===== src/rtl/pri_enc_pkg.sv =====
// Shared constants and helpers for the priority encoder slice.
// OUT_W is derived here so the core and the top always agree on index width.
package pri_enc_pkg;

  localparam int PRI_ENC_DEFAULT_WIDTH = 8;

  // Ceiling log2, never below 1, so a 1-bit index port stays legal.
  function automatic int clog2_safe(input int n);
    int w;
    w = 0;
    while ((1 << w) < n) w++;
    if (w < 1) w = 1;
    return w;
  endfunction

endpackage


===== src/rtl/pri_encoder_core.sv =====
// Purely combinational priority encoder: index of the highest set bit of in.
// any_set flags a non-empty request vector; out is 0 when nothing is set.
module pri_encoder_core
  import pri_enc_pkg::*;
#(
  parameter int WIDTH = PRI_ENC_DEFAULT_WIDTH,
  localparam int OUT_W = clog2_safe(WIDTH)
) (
  input  logic [WIDTH-1:0] in,
  output logic [OUT_W-1:0] out,
  output logic             any_set
);

  logic found;

  // Walk from the MSB down; the first hit wins and locks out lower bits.
  always_comb begin
    out   = '0;
    found = 1'b0;
    for (int i = WIDTH - 1; i >= 0; i--) begin
      if (in[i] && !found) begin
        out   = i[OUT_W-1:0];
        found = 1'b1;
      end
    end
    any_set = found;
  end

endmodule


===== src/rtl/priority_encoder_8x3.sv =====
// Registered priority encoder: one clock of latency from in to {valid, out}.
// Outputs come straight from flops; there is no combinational path from in.
module priority_encoder_8x3
  import pri_enc_pkg::*;
#(
  parameter int WIDTH = PRI_ENC_DEFAULT_WIDTH,
  localparam int OUT_W = clog2_safe(WIDTH)
) (
  input  logic             clk,
  input  logic             rst,
  input  logic [WIDTH-1:0] in,
  output logic             valid,
  output logic [OUT_W-1:0] out
);

  logic [OUT_W-1:0] core_out;
  logic             core_any;

  pri_encoder_core #(
    .WIDTH (WIDTH)
  ) u_core (
    .in      (in),
    .out     (core_out),
    .any_set (core_any)
  );

  // Valid semantics: no handshake; a result is produced every cycle. valid
  // qualifies out for the in sampled at the previous edge (out = 0 is
  // ambiguous without it), and reset discards that cycle's in.
  always_ff @(posedge clk) begin
    if (rst) begin
      valid <= 1'b0;
      out   <= '0;
    end else begin
      valid <= core_any;
      out   <= core_out;
    end
  end

endmodule


===== config.mk =====
export PLATFORM = sky130hd
export DESIGN_NAME = priority_encoder_8x3
export DESIGN_NICKNAME = d
export VERILOG_FILES = /design/src/rtl/pri_enc_pkg.sv /design/src/rtl/pri_encoder_core.sv /design/src/rtl/priority_encoder_8x3.sv
export SDC_FILE = /design/constraint.sdc
export NUM_CORES = 1
export LEC_CHECK = 0
export ABC_AREA = 0
export CORE_AREA = 8 8 45 47
export CTS_CLUSTER_SIZE = 40
export DETAILED_ROUTE_END_ITERATION = 10
export DIE_AREA = 0 0 53 55
export HOLD_SLACK_MARGIN = 0.1
export SYNTH_ARGS = -nofsm -noshare
export SYNTH_HDL_FRONTEND = slang
export SYNTH_SLANG_ARGS = --single-unit

===== constraint.sdc =====
create_clock -name clk -period 0.9 [get_ports clk]
set_input_delay 0.18 -clock clk [delete_from_list [all_inputs] [get_ports clk]]
set_output_delay 0.18 -clock clk [all_outputs]
set_load 0.02 [all_outputs]

# ---- Word-level counts from Yosys, hierarchy flattened
# Cells that the tools add are included.
dict set report word_totals {
  regBits 4
  inputBits 10
  output_inout_bits 4
  elab_cells 36
}
dict set report op_classes {
  n_mux 15
  n_reduce_logical 17
}
# op count
set ops {}
lappend ops {{3-bit two-way mux} 4}
lappend ops {{1-bit two-way mux} 9}
lappend ops {{1-bit logical AND} 7}
lappend ops {{1-bit logical NOT} 7}
lappend ops {{5-bit OR reduction} 1}
lappend ops {{2-bit two-way mux} 2}
lappend ops {{3-bit OR reduction} 1}
lappend ops {{2-bit OR reduction} 1}

# ---- Logic depth before layout (Yosys ltp)
# Gate-level depths: netlist of run 1.
dict set report logic_depth {
  ltp_word 22
  depth_mapped 3
  depth_no_buf 3
}

# ---- Cells and area by module
# Synthesis of run 1 repeated with hierarchy kept, for this count alone.
dict set report hier_totals {
  hier_cells 19
  hier_area_um2 171.4
}
# mod instances cells_each area_each_um2 seq_area_each_um2
set by_module_without_submodules {}
lappend by_module_without_submodules {priority_encoder_8x3 1 8 105.1 80.1}
lappend by_module_without_submodules {pri_encoder_core 1 11 66.3 0.0}

# ---- Worst setup path after synthesis of run 1
# OpenSTA, ideal clock, no wires.
dict set report synth_timing {
  path_type {input-to-reg}
  start {input in[4]}
  end {register out[0]}
  setup_ps 70
  t_arrival_ps 684
  t_required_ps 830
  path_slack_ps 147
  path_stages 3
  n_path_buf 0
  path_cell_list {nor4_4 > nand3_1 > a21oi_1}
}
dict set report synth_via {
  elab_chain_cells 14
  elab_cells_between_ends 18
  cone_classes {mux: 8; reduce/logical: 10}
}
# element line_no
set synth_rtl {}
lappend synth_rtl {{start: declaration} priority_encoder_8x3.sv:11} ;# input logic [WIDTH-1:0] in,
lappend synth_rtl {{1-bit logical AND (*)} pri_encoder_core.sv:21} ;# if (in[i] && !found) begin
lappend synth_rtl {{1-bit two-way mux} pri_encoder_core.sv:21}
lappend synth_rtl {{1-bit logical NOT} pri_encoder_core.sv:21}
lappend synth_rtl {{1-bit logical AND} pri_encoder_core.sv:21}
lappend synth_rtl {{1-bit two-way mux} pri_encoder_core.sv:21}
lappend synth_rtl {{1-bit logical NOT} pri_encoder_core.sv:21}
lappend synth_rtl {{1-bit logical AND} pri_encoder_core.sv:21}
lappend synth_rtl {{1-bit two-way mux} pri_encoder_core.sv:21}
lappend synth_rtl {{1-bit logical NOT} pri_encoder_core.sv:21}
lappend synth_rtl {{1-bit logical AND} pri_encoder_core.sv:21}
lappend synth_rtl {{1-bit two-way mux} pri_encoder_core.sv:21}
lappend synth_rtl {{1-bit logical NOT} pri_encoder_core.sv:21}
lappend synth_rtl {{1-bit logical AND} pri_encoder_core.sv:21}
lappend synth_rtl {{2-bit OR reduction (no line)} n/a}
lappend synth_rtl {{end signal: assignment} priority_encoder_8x3.sv:36} ;# out <= core_out;
lappend synth_rtl {{end: declaration} priority_encoder_8x3.sv:13} ;# output logic [OUT_W-1:0] out
# Every way passes the cells marked *; elsewhere a longest branch is shown, timed or not.
# A chain may end at the register's enable or synchronous reset.

# ---- Worst setup path in the final report of run 1
dict set report layout_timing {
  start {register out[0]}
  end {output out[0]}
}
# No word-level cell between the ends.

==> qor.txt, run 1 <==
Int Pwr = 391.3 uW
Drt initial violations = 0
Clk buf depth = 2
Worst Setup Start Kind = flop
Run status = completed
Vias in the first global route = 202
Slowest cell on the critical path = dfxtp_1
Row Count = 14
Pre-Repair DR Iteration Count = 1
Final min period = 0.8622 ns
Largest net degree at the start of global routing = 5
CP max stage delay = 0.29 ns
Max-cap violation count = 0
Die footprint = 0.002915 mm^2
Gr usage total = 0.04645
Syn-to-layout area delta = 105.4%
Post-Syn Instances = 17
Main synth FF type = dfxtp_1
Hold endpoint = out[1]
CP bufs+invs = 1
Clk slew on worst S/H paths = 0.04 ns
Buffers added on ports = 13
# diodes = 0
Hold-fix buffers at CTS = 0
Final setup violation count = 0
DRC violations left = 0
Combinational share of power = 0.193
Final Hold Vio Count = 0
Peak VDD IR = 0.2605 mV
WL/cell = 9.731 um
Leak = 0.0001448 uW
Non-Filler Instances = 52
Routability Congestion = 0.6448
CTS Buf Count = 3
Setup TNS = 0 ns
Pwr per Cell Area = 1531 mW/mm^2
Total number of vias = 193
Mapped Avg Cell Area = 9.568 um^2
Post-synthesis cell type count = 10
Initial Utilization = 0.1175
Period utilisation layout = 0.9580
HP Start = in[4]
First-pass GRT wire length = 869 um
Slew Limit Fails = 0
Root Buffer = clkbuf_4
Synth cell count leaders = 4 x dfxtp_1, 4 x nor2_1, 2 x a21oi_1
Synth top area share = 0.4923
Asr flop ratio synth = 0
CP top delay family = flip-flops
Worst path cell trace = buf_2
RSZ-0062 raised after global routing = no
Layout cells sized above 1 = 0.3056
Syn nets = 27
Worst rel slew slack = 0.8335
Post-synthesis sequential area ratio = 0.4923
Register share of total power = 0.376
Yosys warns = 0
Post-synth EDFFs = 0
Placed Cells = 48
Die H = 55 um
Tightest Pin Transition = 0.2480 ns
Synthesized area = 162.7 um^2
Sink Count = 4
Post-route antenna net violation count = 0
TritonCTS clock tree = yes
Ranking of synthesized cells by area = dfxtp_1 49%, nor4_4 13%, nor2_1 9.2%
Switch share = 0.2350
Worst slack at placement = -0.4199 ns
CP required = 0.72 ns
Synthesized flop and latch total = 4
Die W = 53 um
Overflow after GRT = 0
Antenna violations before repair = 0
Hold crit path type = in2reg
Worst EP arrival = 0.68 ns
Vias per cell = 3.712
Crit Path Class = reg2out
NumNets Final = 48
Slack of the critical path = 0.03781 ns
CP Depth = 1
Routed WL = 506 um
H-tree depth = 1
NetSw = 120.2 uW
Clock power frac = 0.431
Core Region = 0.001384 mm^2
I/O pins = 14
CP max FO = 1
Hold Path Depth = 3
Maximum clock rate = 1.160 GHz
Worst setup EP type = output pin
Synth area leader = dfxtp_1
cell families (layout without fill, tap and decap cells):
logic type      count (synthesis)  in the layout  share of synthesized area
flops                           4              4                     0.4923
simple gates                   10             10                     0.4077
buf+inv                         0             19                          0
compound gates                  3              3                     0.1000
worst max path at each step:
| stage | from | to | slack (ns) |
|---|---|---|---|
| 2_1_floorplan | in[4] | out[0] | 0.15 |
| 3_3_place_gp | in[4] | out[0] | -0.40 |
| 3_5_place_dp | in[4] | out[0] | -0.42 |
| 4_1_cts | out[0] | out[0] | 0.02 |
| 5_1_grt | out[0] | out[0] | 0.005 |
| 6_report | out[0] | out[0] | 0.04 |
cell type report:
| cell class | count | area (um^2) |
|---|---|---|
| Fill cell | 158 | 1050 |
| Sequential cell | 4 | 80.08 |
| Timing Repair Buffer | 16 | 128.9 |
| Multi-Input combinational cell | 13 | 82.58 |
| Tap cell | 16 | 20.02 |
| Clock buffer | 3 | 22.52 |
layer usage:
metal | track usage | up-vias | part of all wire
li1 | - | 100 | -
met1 | 0.04255 | 75 | 0.40
met2 | 0.04492 | 14 | 0.33
met3 | 0.04278 | 4 | 0.22
met4 | 0.07759 | 0 | 0.051
met5 | 0 | - | 0
power by group through the flow:
| stage | registers [uW] | clock network (uW) | logic (uW) |
|---|---|---|---|
| 3_5_place_dp | 195 | 0 | 115 |
| 4_1_cts | 192 | 234 | 98.3 |
| 2_1_floorplan | 211 | 0 | 18.2 |
| 3_3_place_gp | 195 | 0 | 115 |
| 6_report | 192 | 221 | 98.7 |
| 5_1_grt | 193 | 251 | 108 |
through the flow:
stage	area (um^2)	hold WS (ns)	util	total power [uW]
floorplan	162.7	0.2491	-	229.0
global placement	327.8	0.7973	0.2369	309.8
detailed placement	327.8	0.7826	0.2369	310.2
CTS	330.3	0.4514	0.2387	524.3
global route	334.1	0.4528	0.2414	551.7
finish	334.1	0.4343	0.2414	511.5
state kept, by name (all words and copies together), names as in the netlist:
register / cells
out: 3
valid: 1
layout by cell type, fill, tap and decap left out:
cell type        synthesis  routed
clkdlybuf4s15_1          0       1
nand3_1                  1       1
nor4_4                   1       1
dlygate4sd2_1            0       5
a21oi_1                  2       2
or3_1                    1       1
nor2b_1                  1       1
a31oi_1                  1       1
buf_4                    0       4
clkbuf_4                 0       3
nor2_1                   4       4
nor3b_1                  1       1
clkdlybuf4s50_1          0       3
nor3_1                   1       1
buf_2                    0       3
dfxtp_1                  4       4
repair_timing:
item	in CTS	in global routing
setup buffers	1	0
cloned	0	0
resized for setup	22	2
setup endpoints to repair	8	2
pin swaps	4	3
Note: power is estimated with default switching activity, not from simulation.
==> run 2: changes to the inputs <==
--- a/config.mk
+++ b/config.mk
@@ -6,10 +6,10 @@
 export NUM_CORES = 1
 export LEC_CHECK = 0
 export ABC_AREA = 0
-export CORE_AREA = 8 8 45 47
+export CORE_AREA = 2 2 39 41
 export CTS_CLUSTER_SIZE = 40
 export DETAILED_ROUTE_END_ITERATION = 10
-export DIE_AREA = 0 0 53 55
+export DIE_AREA = 0 0 41 43
 export HOLD_SLACK_MARGIN = 0.1
 export SYNTH_ARGS = -nofsm -noshare
 export SYNTH_HDL_FRONTEND = slang
==> qor.txt, run 2 (synthesis results as in run 1) <==
Routed WL = 419 um (-17%)
Worst Setup SP = out[1]
First-pass GRT wire length = 655 um (-25%)
Worst setup EP type = output pin
CTS Buf Count = 3 (unchanged)
Clk buf depth = 2 (unchanged)
Drt initial violations = 0 (unchanged)
Area of the multi-input gates = 86.33 um^2 (+4.5%)
Die W = 41 um (-23%)
Overflow after GRT = 0 (unchanged)
Antenna violations before repair = 0 (unchanged)
Biggest regs = out x3, valid x1
Run status = completed
Core Region = 0.001384 mm^2 (unchanged)
Worst Setup Start Kind = flop
I/O pins = 14 (unchanged)
Root Buffer = clkbuf_4
Largest Register = out
Largest net degree at the start of global routing = 5 (unchanged)
Layout cells sized above 1 = 0.4000 (+0.09444)
NumNets Final = 47 (-2.1%)
Post-route antenna net violation count = 0 (unchanged)
CP bufs+invs = 1 (unchanged)
Initial Utilization = 0.1175 (unchanged)
Final min period = 0.8617 ns (-0.0005349 ns)
Most used cells in the layout excluding fill and tap cells = 4 x nor2_1, 4 x dfxtp_1, 4 x buf_2
CP max stage delay = 0.30 ns (about the same)
TritonCTS clock tree = yes
Die H = 43 um (-22%)
Post-layout util = 0.2278 (-0.01356)
Vias in the first global route = 190 (-5.9%)
Total number of vias = 187 (-3.1%)
Leak = 0.0001364 uW (-5.8%)
CP required = 0.72 ns (about the same)
RSZ-0062 raised after global routing = no
Final Hold Vio Count = 0 (unchanged)
Maximum clock rate = 1.161 GHz (about the same)
Final setup violation count = 0 (unchanged)
Sink Count = 4 (unchanged)
Hold crit path type = in2reg
Clk slew on worst S/H paths = 0.04 ns (about the same)
H-tree depth = 1 (unchanged)
Slowest cell on the critical path = dfxtp_1
Die footprint = 0.001763 mm^2 (-40%)
Worst EP arrival = 0.68 ns (about the same)
Peak VDD IR = 0.1899 mV (-27%)
Worst path cell trace = buf_2
Pre-Repair DR Iteration Count = 1 (unchanged)
Period utilisation layout = 0.9574 (about the same)
Max-cap violation count = 0 (unchanged)
Vias per cell = 3.667 (-1.2%)
Reg area = 80.08 um^2 (unchanged)
CP top delay family = flip-flops
Hold_ws = 0.2803 ns (-0.1540 ns)
Max reg flops = 3 (unchanged)
Crit Path Class = reg2out
Layout fillers = 166 (+5.1%)
Gr usage total = 0.06118 (+0.01474)
CP max FO = 1 (unchanged)
Syn-to-layout area delta = 93.85%
# diodes = 0 (unchanged)
WL/cell = 8.216 um (-16%)
DRC violations left = 0 (unchanged)
Slew Limit Fails = 0 (unchanged)
Row Count = 14 (unchanged)
Tightest Pin Transition = 0.2548 ns (+0.006826 ns)
HP Start = in[5]
Routability Congestion = 0.7060 (+9.5%)
Setup TNS = 0 ns (unchanged)
Worst rel slew slack = 0.8289 (-0.004585)
Pwr per Cell Area = 1617 mW/mm^2 (+5.6%)
Buffers added on ports = 13 (unchanged)
run 2: cell count changes in the layout (fill, tap and decap cells not counted), sizes merged:
| cell | previous run | this run |
|---|---|---|
| clkbuf | 3 | 6 |
| dlygate4sd2 | 5 | 3 |
| buf | 7 | 6 |
| clkdlybuf4s15 | 1 | 0 |
run 2: worst min-delay path: stages:
cell      delay (ns)
clkbuf_2        0.12
or3_1           0.12
a21oi_2         0.05
run 2: area by class of cell:
cell class | instances | share of cell area
tap | 16 | 0.06349
multi-input combinational | 13 | 0.2738
sequential | 4 | 0.2540
timing repair buffer | 15 | 0.3373
clock buffer | 3 | 0.07143
run 2: timing repair:
action / CTS / global route
buffers inserted: 1 / 0
endpoints found under the hold margin: 0 / 0
endpoints found under the setup margin: 8 / 2
pin swaps: 4 / 3
hold buffers: 0 / 0
resized for setup: 23 / 6
run 2: final timing paths:
check	to	slack, ns	cells after the start
worst min-delay path	out[1]	0.28	3
worst max-delay path	out[1]	0.04	1
run 2: layer usage:
layer  wire [um]  global-route usage  vias to the layer above
li1            -                   -                       97
met1         163             0.06090                       75
met2         182             0.07500                       13
met3          54             0.01571                        2
met4          19              0.1000                        0
met5           0                   0                        -
run 2: stage by stage:
step	setup WS [ns]	area [um^2]	cells	power (uW)
3_3_place_gp	-0.4088	320.3	47	307.2
4_1_cts	0.01850	326.6	51	520.7
3_5_place_dp	-0.4442	320.3	47	308.4
6_report	0.03835	315.3	51	509.9
5_1_grt	0.01127	315.3	51	527.4
2_1_floorplan	0.1466	162.7	17	229.0
run 2: report_power, final:
| group | leakage (uW) | internal [uW] | switching [uW] |
|---|---|---|---|
| Sequential | 0.0000337 | 190 | 2.13 |
| Combinational | 0.0000889 | 46.5 | 46.8 |
| Clock | 0.0000138 | 149 | 75.2 |
| Total | 0.000136 | 386 | 124 |
==> variant (config.mk and constraints of run 2) <==
The package constant `PRI_ENC_DEFAULT_WIDTH` goes from 8 to 9.
--- a/src/rtl/pri_enc_pkg.sv
+++ b/src/rtl/pri_enc_pkg.sv
@@ -4,3 +4,3 @@
 
-  localparam int PRI_ENC_DEFAULT_WIDTH = 8;
+  localparam int PRI_ENC_DEFAULT_WIDTH = 9;
 
Ports: changed (resized in and out); port bits go from 14 to 16. No check against the original RTL was run, so the function may have changed too.
==> variant against run 2 <==
Global-route usage increased by 0.70 points. Largest cell class unchanged. Sequential power increased by 23%. Clock power increased by 8%. Power increased by 16%. Worst setup slack improved by 6.2 ps. Routed wire length increased by 2.9%. Non-clock buffer count increased by 4. Critical path depth unchanged. Sequential cell count increased by 1. Design area increased by 25%. Synthesized area increased by 20%. Largest power group unchanged.
==> variant: results <==
[outcome]
run_status = finished clean

[cells_and_area]
fill_cells = 162
drive_gt1_share_pct = 35.7
layout_top_registers = out (4), valid (1)
sequential_cell_area_um2 = 100
finish.net_count = 54
stdcell_count = 58

[synth]
synth_top_cells_by_count = 5 x sky130_fd_sc_hd__dfxtp_1, 3 x sky130_fd_sc_hd__nor2_1, 3 x sky130_fd_sc_hd__nor3_1
synth_seq_area_share_pct = 51.3
ys_types = 11
synth.net_count = 30
synth_async_sr_flop_share_pct = 0
ys_top_cells_by_area = sky130_fd_sc_hd__dfxtp_1 51%, sky130_fd_sc_hd__nor4_4 11%, sky130_fd_sc_hd__nor3_1 7.7%
netlist_instances = 19

[global_route]
grt_pass1_wl_um = 738
largest_net_degree_at_the_start_of_global_routing = 5
globalRouteMet3Util_pct = 0
global_route.usage.total_pct = 6.82
met2_track_demand_over_resource_pct = 9.69
grt_pass1_vias = 224

[pwr]
leakage_nw = 0.175
intPower_uw = 464
vdd_ir_drop_max_mv = 0.331

[placement]
place_congestion = 0.721
placed_area_um2 = 395
pre_cts_ws_ps = -450
numPortBuffers = 15

[sta]
timing.hold.ws_ps = 430
relSlewSlack_pct = 83.0
fmax_ghz = 1.17

[setup_path]
cp_slowest_cell = sky130_fd_sc_hd__dfxtp_1

[detailed_routing]
vias_per_cell = 3.83
drt_first_pass_iters = 4
detailedRoute.firstIterationViolations = 6
wl_um = 431
wl_met1_um = 149
wl_met2_um = 213

[clock_network]
h-tree-depth = 1
cts_repair_resize_count = 27
clk_pin_slew_worst_paths_ps = 40
post-cts-setup-buffers = 0
## variant: final cells by class
class	count	share of cell area, %
clock buffers	4	6.67
inverters	1	0.952
multi-input cells	13	23.8
flip-flops and latches	5	25.4
well taps	16	5.08
repair buffers	19	38.1
## variant: path summary, 6_finish.rpt
kind / end / startpoint
setup / recovery: out[1] / out[1]
hold / removal: out[0] / in[3]
## variant: power by group through the flow
stage                     Sequential, mW  Clock (mW)  Combinational, mW
after floorplan                    0.258           0             0.0207
after global placement             0.241           0              0.132
after detailed placement           0.241           0              0.134
after CTS                          0.237       0.258              0.114
after global routing               0.238       0.278              0.124
final                              0.237       0.242              0.114
## variant: logic make-up (layout without fill, tap and decap cells)
kind of cell	Yosys count	in the layout	synth area share, %
AND/OR/NAND/NOR	9	9	30.1
flip-flops	5	5	51.3
AO/OA/AOI/OAI	4	4	16.7
buffers and inverters	1	24	1.92
## variant: worst min-delay path: cells and delay by family
kind	cells	cell delay [ps]
buffers and inverters	1	230
AOI/OAI and AO/OA	2	210
